--- src/rtl/fp32_pkg.sv ---
// Shared binary32 constants, unpacked operand type, FSM states and the
// unpack helper used by the stream accumulator.
package fp32_pkg;

  localparam int          EXP_BIAS  = 127;
  localparam int          EXP_INF   = 2 * EXP_BIAS + 1;
  localparam logic [7:0]  EXP_MAX   = 8'hFF;
  localparam logic [31:0] FP32_QNAN = 32'h7FFFFFFF;
  localparam int          SIG_W     = 24;
  localparam int          GRS_W     = 3;

  typedef struct packed {
    logic              sign;
    logic signed [9:0] exp;
    logic [27:0]       sig;
  } fp32_unpacked_t;

  typedef enum logic [2:0] {
    S_ACCEPT,
    S_ALIGN,
    S_ADD,
    S_NORM,
    S_ROUND,
    S_OUT
  } state_t;

  // Hidden bit lands on bit 26 with three zero GRS bits below; exp=0 reads as denormal.
  function automatic fp32_unpacked_t fp32Unpack(input logic [31:0] word);
    fp32_unpacked_t u;
    u.sign = word[31];
    u.exp  = (word[30:23] == 8'd0) ? 10'sd1 : $signed({2'b00, word[30:23]});
    u.sig  = {1'b0, (word[30:23] != 8'd0), word[22:0], 3'b000};
    return u;
  endfunction

endpackage

--- src/rtl/fp32_lzc.sv ---
// 28-bit combinational leading-zero counter; an all-zero input reports 28.
module fp32_lzc (
  input  logic [27:0] value_i,
  output logic [4:0]  count_o
);

  always_comb begin
    count_o = 5'd28;
    for (int i = 0; i < 28; i++) begin
      if (value_i[i]) count_o = 5'(27 - i);
    end
  end

endmodule

--- src/rtl/fp32_stream_accumulator.sv ---
// Sums a stream of binary32 terms into one binary32 total per in_last-delimited
// group, using one align/add/normalize/round datapath stepped five cycles per term.
module fp32_stream_accumulator
  import fp32_pkg::*;
#(
  parameter int CNT_W = 16
) (
  input  logic             clk,
  input  logic             rst,
  input  logic             in_valid,
  output logic             in_ready,
  input  logic [31:0]      in_data,
  input  logic             in_last,
  output logic             out_valid,
  input  logic             out_ready,
  output logic [31:0]      out_data,
  output logic [CNT_W-1:0] out_count
);

  localparam int MANT_W = SIG_W + GRS_W;

  state_t            state_q;
  logic [31:0]       acc_q, term_q, outData_q;
  logic [CNT_W-1:0]  count_q, outCount_q;
  logic              nan_q, inf_q, infSign_q, last_q, inReady_q, outValid_q;
  logic              bigSign_q, smallSign_q, sign_q;
  logic signed [9:0] exp_q;
  logic [27:0]       bigSig_q, smallSig_q, sum_q;
  logic [MANT_W-1:0] norm_q;

  fp32_unpacked_t    accU, termU, bigU, smallU;
  logic signed [9:0] expDiff;
  logic [4:0]        shAmt;
  logic [27:0]       shMask, alignSmall_d;
  logic              termIsNan, termIsInf;

  assign termIsNan = (term_q[30:23] == EXP_MAX) && (term_q[22:0] != 23'd0);
  assign termIsInf = (term_q[30:23] == EXP_MAX) && (term_q[22:0] == 23'd0);

  always_comb begin
    accU  = fp32Unpack(acc_q);
    termU = fp32Unpack(term_q);
    if ($signed(termU.exp) > $signed(accU.exp)) begin
      bigU   = termU;
      smallU = accU;
    end else begin
      bigU   = accU;
      smallU = termU;
    end
    expDiff      = $signed(bigU.exp) - $signed(smallU.exp);
    shAmt        = (expDiff > 10'sd27) ? 5'd27 : expDiff[4:0];
    shMask       = (28'd1 << shAmt) - 28'd1;
    alignSmall_d = smallU.sig >> shAmt;
    alignSmall_d[0] = alignSmall_d[0] | (|(smallU.sig & shMask));
  end

  logic [27:0] sum_d;
  logic        sign_d;

  // Exact cancellation of opposite signs yields +0; equal signs keep the sign.
  always_comb begin
    sum_d  = bigSig_q + smallSig_q;
    sign_d = bigSign_q;
    if (bigSign_q != smallSign_q) begin
      if (bigSig_q >= smallSig_q) begin
        sum_d = bigSig_q - smallSig_q;
      end else begin
        sum_d  = smallSig_q - bigSig_q;
        sign_d = smallSign_q;
      end
      if (sum_d == 28'd0) sign_d = 1'b0;
    end
  end

  logic [4:0]        lzCount, normShift;
  logic [MANT_W-1:0] norm_d;
  logic signed [9:0] normExp_d;

  fp32_lzc uLzc (
    .value_i (sum_q),
    .count_o (lzCount)
  );

  // Without a carry the hidden bit belongs on bit 26, one below the sum MSB.
  always_comb begin
    normShift = lzCount - 5'd1;
    if (sum_q[27]) begin
      norm_d    = sum_q[27:1] | {26'd0, sum_q[0]};
      normExp_d = exp_q + 10'sd1;
    end else begin
      norm_d    = sum_q[26:0] << normShift;
      normExp_d = exp_q - $signed({5'd0, normShift});
    end
  end

  logic              roundUp, ovf;
  logic [24:0]       mantR;
  logic signed [9:0] expR;
  logic [31:0]       rounded;

  always_comb begin
    roundUp = norm_q[2] & (norm_q[3] | norm_q[1] | norm_q[0]);
    mantR   = {1'b0, norm_q[26:3]} + {24'd0, roundUp};
    expR    = mantR[24] ? exp_q + 10'sd1 : exp_q;
    ovf     = norm_q[26] && (int'(expR) >= EXP_INF);
    if (!norm_q[26] || expR < 10'sd1) begin
      rounded = {sign_q, 31'd0};
    end else begin
      rounded = {sign_q, expR[7:0], (mantR[24] ? mantR[23:1] : mantR[22:0])};
    end
  end

  always_ff @(posedge clk) begin
    if (rst) begin
      state_q     <= S_ACCEPT;
      acc_q       <= 32'd0;
      term_q      <= 32'd0;
      count_q     <= '0;
      nan_q       <= 1'b0;
      inf_q       <= 1'b0;
      infSign_q   <= 1'b0;
      last_q      <= 1'b0;
      bigSign_q   <= 1'b0;
      smallSign_q <= 1'b0;
      sign_q      <= 1'b0;
      exp_q       <= 10'sd0;
      bigSig_q    <= 28'd0;
      smallSig_q  <= 28'd0;
      sum_q       <= 28'd0;
      norm_q      <= '0;
      inReady_q   <= 1'b1;
      outValid_q  <= 1'b0;
      outData_q   <= 32'd0;
      outCount_q  <= '0;
    end else begin
      case (state_q)
        S_ACCEPT: begin
          if (in_valid && inReady_q) begin
            term_q    <= in_data;
            last_q    <= in_last;
            inReady_q <= 1'b0;
            if (count_q != '1) count_q <= count_q + 1'b1;
            state_q   <= S_ALIGN;
          end
        end
        S_ALIGN: begin
          bigSig_q    <= bigU.sig;
          smallSig_q  <= alignSmall_d;
          bigSign_q   <= bigU.sign;
          smallSign_q <= smallU.sign;
          exp_q       <= bigU.exp;
          if (termIsNan) begin
            nan_q <= 1'b1;
          end else if (termIsInf) begin
            if (inf_q && (infSign_q != term_q[31])) begin
              nan_q <= 1'b1;
            end else begin
              inf_q     <= 1'b1;
              infSign_q <= term_q[31];
            end
          end
          state_q <= S_ADD;
        end
        S_ADD: begin
          sum_q   <= sum_d;
          sign_q  <= sign_d;
          state_q <= S_NORM;
        end
        S_NORM: begin
          norm_q  <= norm_d;
          exp_q   <= normExp_d;
          state_q <= S_ROUND;
        end
        S_ROUND: begin
          // Once a special flag is up, finite terms no longer touch the accumulator.
          if (!nan_q && !inf_q) begin
            if (ovf) begin
              inf_q     <= 1'b1;
              infSign_q <= sign_q;
            end else begin
              acc_q <= rounded;
            end
          end
          if (last_q) begin
            if (nan_q)      outData_q <= FP32_QNAN;
            else if (inf_q) outData_q <= {infSign_q, EXP_MAX, 23'd0};
            else if (ovf)   outData_q <= {sign_q, EXP_MAX, 23'd0};
            else            outData_q <= rounded;
            outCount_q <= count_q;
            outValid_q <= 1'b1;
            state_q    <= S_OUT;
          end else begin
            inReady_q <= 1'b1;
            state_q   <= S_ACCEPT;
          end
        end
        S_OUT: begin
          if (out_ready) begin
            acc_q      <= 32'd0;
            count_q    <= '0;
            nan_q      <= 1'b0;
            inf_q      <= 1'b0;
            infSign_q  <= 1'b0;
            outValid_q <= 1'b0;
            outData_q  <= 32'd0;
            outCount_q <= '0;
            inReady_q  <= 1'b1;
            state_q    <= S_ACCEPT;
          end
        end
        default: state_q <= S_ACCEPT;
      endcase
    end
  end

  assign in_ready  = inReady_q;
  assign out_valid = outValid_q;
  assign out_data  = outData_q;
  assign out_count = outCount_q;

endmodule

--- config.mk ---
export PLATFORM = sky130hd
export DESIGN_NAME = fp32_stream_accumulator
export DESIGN_NICKNAME = d
export VERILOG_FILES = /design/src/rtl/fp32_pkg.sv /design/src/rtl/fp32_lzc.sv /design/src/rtl/fp32_stream_accumulator.sv
export SDC_FILE = /design/constraint.sdc
export NUM_CORES = 1
export LEC_CHECK = 0
export CAP_MARGIN = 20
export CORE_MARGIN = 2
export CORE_UTILIZATION = 50
export DETAILED_ROUTE_END_ITERATION = 8
export HOLD_SLACK_MARGIN = 0.02
export PLACE_DENSITY = 0.74
export SETUP_SLACK_MARGIN = 0.02
export SYNTH_ARGS = -nofsm -noshare
export SYNTH_HDL_FRONTEND = slang
export SYNTH_SLANG_ARGS = --single-unit
--- constraint.sdc ---
create_clock -name clk -period 9.3 [get_ports clk]
set_input_delay 1.86 -clock clk [delete_from_list [all_inputs] [get_ports clk]]
set_output_delay 1.86 -clock clk [all_outputs]
set_load 0.02 [all_outputs]
==> results.md <==
* Number of setup buffers added after CTS at 0
* Clock net sink count at 256
* Min-Delay Path Depth at 2
* Total of endpoints with negative setup slack in the final report at 0
* Routed length per instance at 22.0 um
* Class of the most critical hold timing path: reg2reg
* Die height at 202 um
* Setup repair after global routing missed its margin: no
* I/O pin total at 87
* Maximum capacitance violations at 0
* Largest fanout on the critical path at 26
* Routed via count at 20.6k
* Buffer cell driving the clock tree root: sky130_fd_sc_hd__clkbuf_16
* Final weighted congestion of routability-driven global placement at 0.982
* Total routing resource utilization after global routing at 0.333
* Highest achievable clock rate at 0.128 GHz
* Post-synth top area share at 0.260
* Worst Setup End Kind: flop
* Count of fill cells added during filler insertion at 3,717
* Setup crit start: acc_q[28]$_SDFFE_PP0P_
* Worst slew margin relative to its limit at 0.310
* Pin count of the biggest net entering global routing at 124
* Period utilisation layout at 0.843
* First-pass GRT wire length at 110,000 um
* Number of global-route vias before repair at 19.0k
* Post-synthesis async set-or-reset flop share at 0
* Number of distinct standard cells referenced by the synthesized netlist at 96
* Worst Tran Pin Value at 1.03 ns
* Number of warnings issued by yosys at 0
* H-tree Lvls at 1
* Predominant post-synthesis flop cell: sky130_fd_sc_hd__dfxtp_1
* CP Data Arrival Time at 8.31 ns
* Clock buffers created by TritonCTS at 29
* Effective utilization at floorplan at 0.508
* Setup slack, reg-to-reg at 1.46 ns
* Final #Nets at 2,793
* Post-layout min period at 7.84 ns
* Average cell area after synthesis at 7.26 um^2
* Ratio of cells with drive above 1 in the final layout at 0.0537
* Average via count per standard cell at 6.43
* Post-route ant nets at 0
* Gates resized, CTS repair at 0
* Clock insertion delay at the later pin of the skew report at 0.57 ns
* Count of input and output buffers at 86
* Final TNS setup at 0 ns
* Clock skew after layout at 0.0203 ns
* Synth area leader: sky130_fd_sc_hd__dfxtp_1
* Worst Hold Endpoint: out_data[0]$_SDFFE_PP0P_
* CTS clock-pin slew for the worst setup and hold paths at 0.06 ns
* Initial antenna violation count at 1
* Global-route congestion overflow total at 0
* Synth Net Count at 2,842
* Number of endpoints with negative hold slack in the final report at 0
* Die area at 41,000 um^2
* DRC at 0
* Number of hold-repair buffers added at the cts stage at 0
* Status: completed
* Number of DRC markers in iteration 0 at 2,398
* Relative area change from synthesis to final layout at 10.6%
* Cells after synthesis at 2,712
* Synthesized area at 19,700 um^2
* Horizontal extent of the die at 202 um
* Area of the core at 38,700 um^2
* Reg-to-Reg Start: acc_q[28]$_SDFFE_PP0P_
* Dominant cells by area after synthesis: sky130_fd_sc_hd__dfxtp_1, sky130_fd_sc_hd__a21oi_1, sky130_fd_sc_hd__nand2_1
* Total length of routed wires at 70,400 um
* Class of the most critical setup path: reg2reg
* RR Endpoint: smallSig_q[2]$_SDFFE_PP0P_
* Number of storage elements in the synthesis netlist at 256
* Number of buffers on the longest clock path at 3
* Share of synthesized area occupied by flip-flops and latches at 0.260
* Cell count of the worst reg-to-reg path at 20
* CTS tree: done
* Number of pins with negative max-slew slack in the final report at 0
* Launching element type of the critical path: flop
* Count of flip-flops with a built-in enable after synthesis at 0
* DPL Wire Length at 52,700 um
* Number of rows in the core area at 72
* First-pass detailed-route iteration total at 6
* Hold path start: out_data[0]$_SDFFE_PP0P_
* Worst endpoint required time at 9.76 ns
-- how the worst max path moves through the flow --
| stage | to | slack, ns | depth (start not counted) |
|---|---|---|---|
| 2_1_floorplan | exp_q[9]$_SDFFE_PP0P_ | 3.56 | 25 |
| 3_3_place_gp | smallSig_q[2]$_SDFFE_PP0P_ | 1.96 | 20 |
| 3_5_place_dp | smallSig_q[2]$_SDFFE_PP0P_ | 1.80 | 20 |
| 4_1_cts | smallSig_q[2]$_SDFFE_PP0P_ | 1.74 | 20 |
| 5_1_grt | smallSig_q[2]$_SDFFE_PP0P_ | 0.93 | 20 |
| 6_report | smallSig_q[2]$_SDFFE_PP0P_ | 1.46 | 20 |
-- worst max-delay path: stages, from the launching register on --
cell and delay [ns]:
sky130_fd_sc_hd__dfxtp_1 0.34, sky130_fd_sc_hd__or4_1 0.56, sky130_fd_sc_hd__o41ai_1 0.54, sky130_fd_sc_hd__ha_1 0.86, sky130_fd_sc_hd__nand4_1 0.68, sky130_fd_sc_hd__nand4_1 0.35, sky130_fd_sc_hd__and2_1 0.16, sky130_fd_sc_hd__ha_1 0.15
sky130_fd_sc_hd__a221oi_2 0.06, sky130_fd_sc_hd__o22ai_2 0.29, sky130_fd_sc_hd__xor2_1 0.60, sky130_fd_sc_hd__nand4_1 0.21, sky130_fd_sc_hd__nand3_1 0.25, sky130_fd_sc_hd__o21a_1 0.77, sky130_fd_sc_hd__buf_4 0.35, sky130_fd_sc_hd__nor2_1 0.07
sky130_fd_sc_hd__buf_4 0.22, sky130_fd_sc_hd__nor4_1 0.71, sky130_fd_sc_hd__a31o_1 0.23, sky130_fd_sc_hd__a211oi_1 0.04, sky130_fd_sc_hd__a311oi_1 0.26
-- cell families after synthesis --
logic type | count (synthesis) | share of synthesized area
multiplexers | 107 | 0.0670
buffers and inverters | 309 | 0.0608
flip-flops | 256 | 0.260
XOR/XNOR | 98 | 0.0436
AO/OA/AOI/OAI | 838 | 0.278
AND/OR/NAND/NOR | 1011 | 0.230
adder cells (fa/ha/maj) | 93 | 0.0602
-- placed cells by master (no fill, tap or decap), types with 79 or more instances in the layout --
master / count
sky130_fd_sc_hd__o21ai_0: 134
sky130_fd_sc_hd__inv_1: 100
sky130_fd_sc_hd__nand2_1: 368
sky130_fd_sc_hd__clkdlybuf4s50_1: 85
sky130_fd_sc_hd__dfxtp_1: 255
sky130_fd_sc_hd__nor3_1: 87
sky130_fd_sc_hd__mux2i_1: 79
sky130_fd_sc_hd__a21oi_1: 279
sky130_fd_sc_hd__nor2_1: 307
sky130_fd_sc_hd__ha_1: 90
-- cells in the mapped netlist, types with 9 or more instances --
library cell,number
sky130_fd_sc_hd__dfxtp_1,256
sky130_fd_sc_hd__a31oi_1,16
sky130_fd_sc_hd__xnor2_1,59
sky130_fd_sc_hd__and3_1,17
sky130_fd_sc_hd__nand3_1,59
sky130_fd_sc_hd__buf_2,14
sky130_fd_sc_hd__a221oi_1,27
sky130_fd_sc_hd__ha_1,90
sky130_fd_sc_hd__o21ai_0,136
sky130_fd_sc_hd__inv_1,100
sky130_fd_sc_hd__nand4_1,32
sky130_fd_sc_hd__mux2i_1,79
sky130_fd_sc_hd__nand2b_1,19
sky130_fd_sc_hd__o211ai_1,35
sky130_fd_sc_hd__xor2_1,39
sky130_fd_sc_hd__nor2b_1,11
sky130_fd_sc_hd__a211oi_1,46
sky130_fd_sc_hd__o22ai_1,14
sky130_fd_sc_hd__a21oi_1,280
sky130_fd_sc_hd__mux4_2,19
sky130_fd_sc_hd__o31ai_1,14
sky130_fd_sc_hd__nor2_1,309
sky130_fd_sc_hd__nor3_1,87
sky130_fd_sc_hd__nor3b_1,9
sky130_fd_sc_hd__a21boi_0,9
sky130_fd_sc_hd__buf_1,13
sky130_fd_sc_hd__clkbuf_1,171
sky130_fd_sc_hd__o21bai_1,33
sky130_fd_sc_hd__mux2_2,9
sky130_fd_sc_hd__and2_1,24
sky130_fd_sc_hd__nand2_1,369
sky130_fd_sc_hd__a21o_1,30
sky130_fd_sc_hd__a211o_1,11
sky130_fd_sc_hd__nor4_1,21
sky130_fd_sc_hd__a311oi_1,37
sky130_fd_sc_hd__a2111oi_0,12
sky130_fd_sc_hd__a22oi_1,42
sky130_fd_sc_hd__or3_1,15
sky130_fd_sc_hd__o21a_1,12
-- area by class of cell --
type / instances / area [um^2] / share of cell area
antenna: 1 / 2.50 / 0.000115
clock buffer: 38 / 810 / 0.0372
clock inverter: 13 / 184 / 0.00845
inverter: 108 / 405 / 0.0186
multi-input combinational: 2147 / 13400 / 0.617
sequential: 256 / 5130 / 0.235
tap: 518 / 648 / 0.0298
timing repair buffer: 121 / 1170 / 0.0536
-- registers in the layout (all words and copies together), names as in the netlist --
name and cells:
nan_q 1, last_q 1, bigSign_q 1, term_q 32, out_data 32, acc_q 32
sign_q 1, smallSig_q 27, in_ready 1, count_q 16, smallSign_q 1, out_valid 1
norm_q 27, bigSig_q 24, exp_q 10, out_count 16, inf_q 1, infSign_q 1
sum_q 28, state_q 3
-- routing by layer --
metal,vias to the layer above,wire (um),GRT usage
met5,-,0,0
met4,0,2960,0.128
met3,173,5910,0.0500
met2,1008,31200,0.524
met1,9731,30300,0.460
li1,9684,-,-
-- stage by stage --
step | std cells | util | setup WS (ns) | instance area [um^2] | hold WS, ns
4_1_cts | 3198 | 0.560 | 1.74 | 21700 | 0.459
3_5_place_dp | 3147 | 0.535 | 1.80 | 20700 | 0.448
2_1_floorplan | 2712 | - | 3.56 | 19700 | 0.444
3_3_place_gp | 3147 | 0.535 | 1.96 | 20700 | 0.443
5_1_grt | 3201 | 0.562 | 0.932 | 21800 | 0.477
6_report | 3202 | 0.562 | 1.46 | 21800 | 0.459
Power is not shown: default switching activity piles up to over one toggle a cycle in this logic, so the estimate is an artifact.
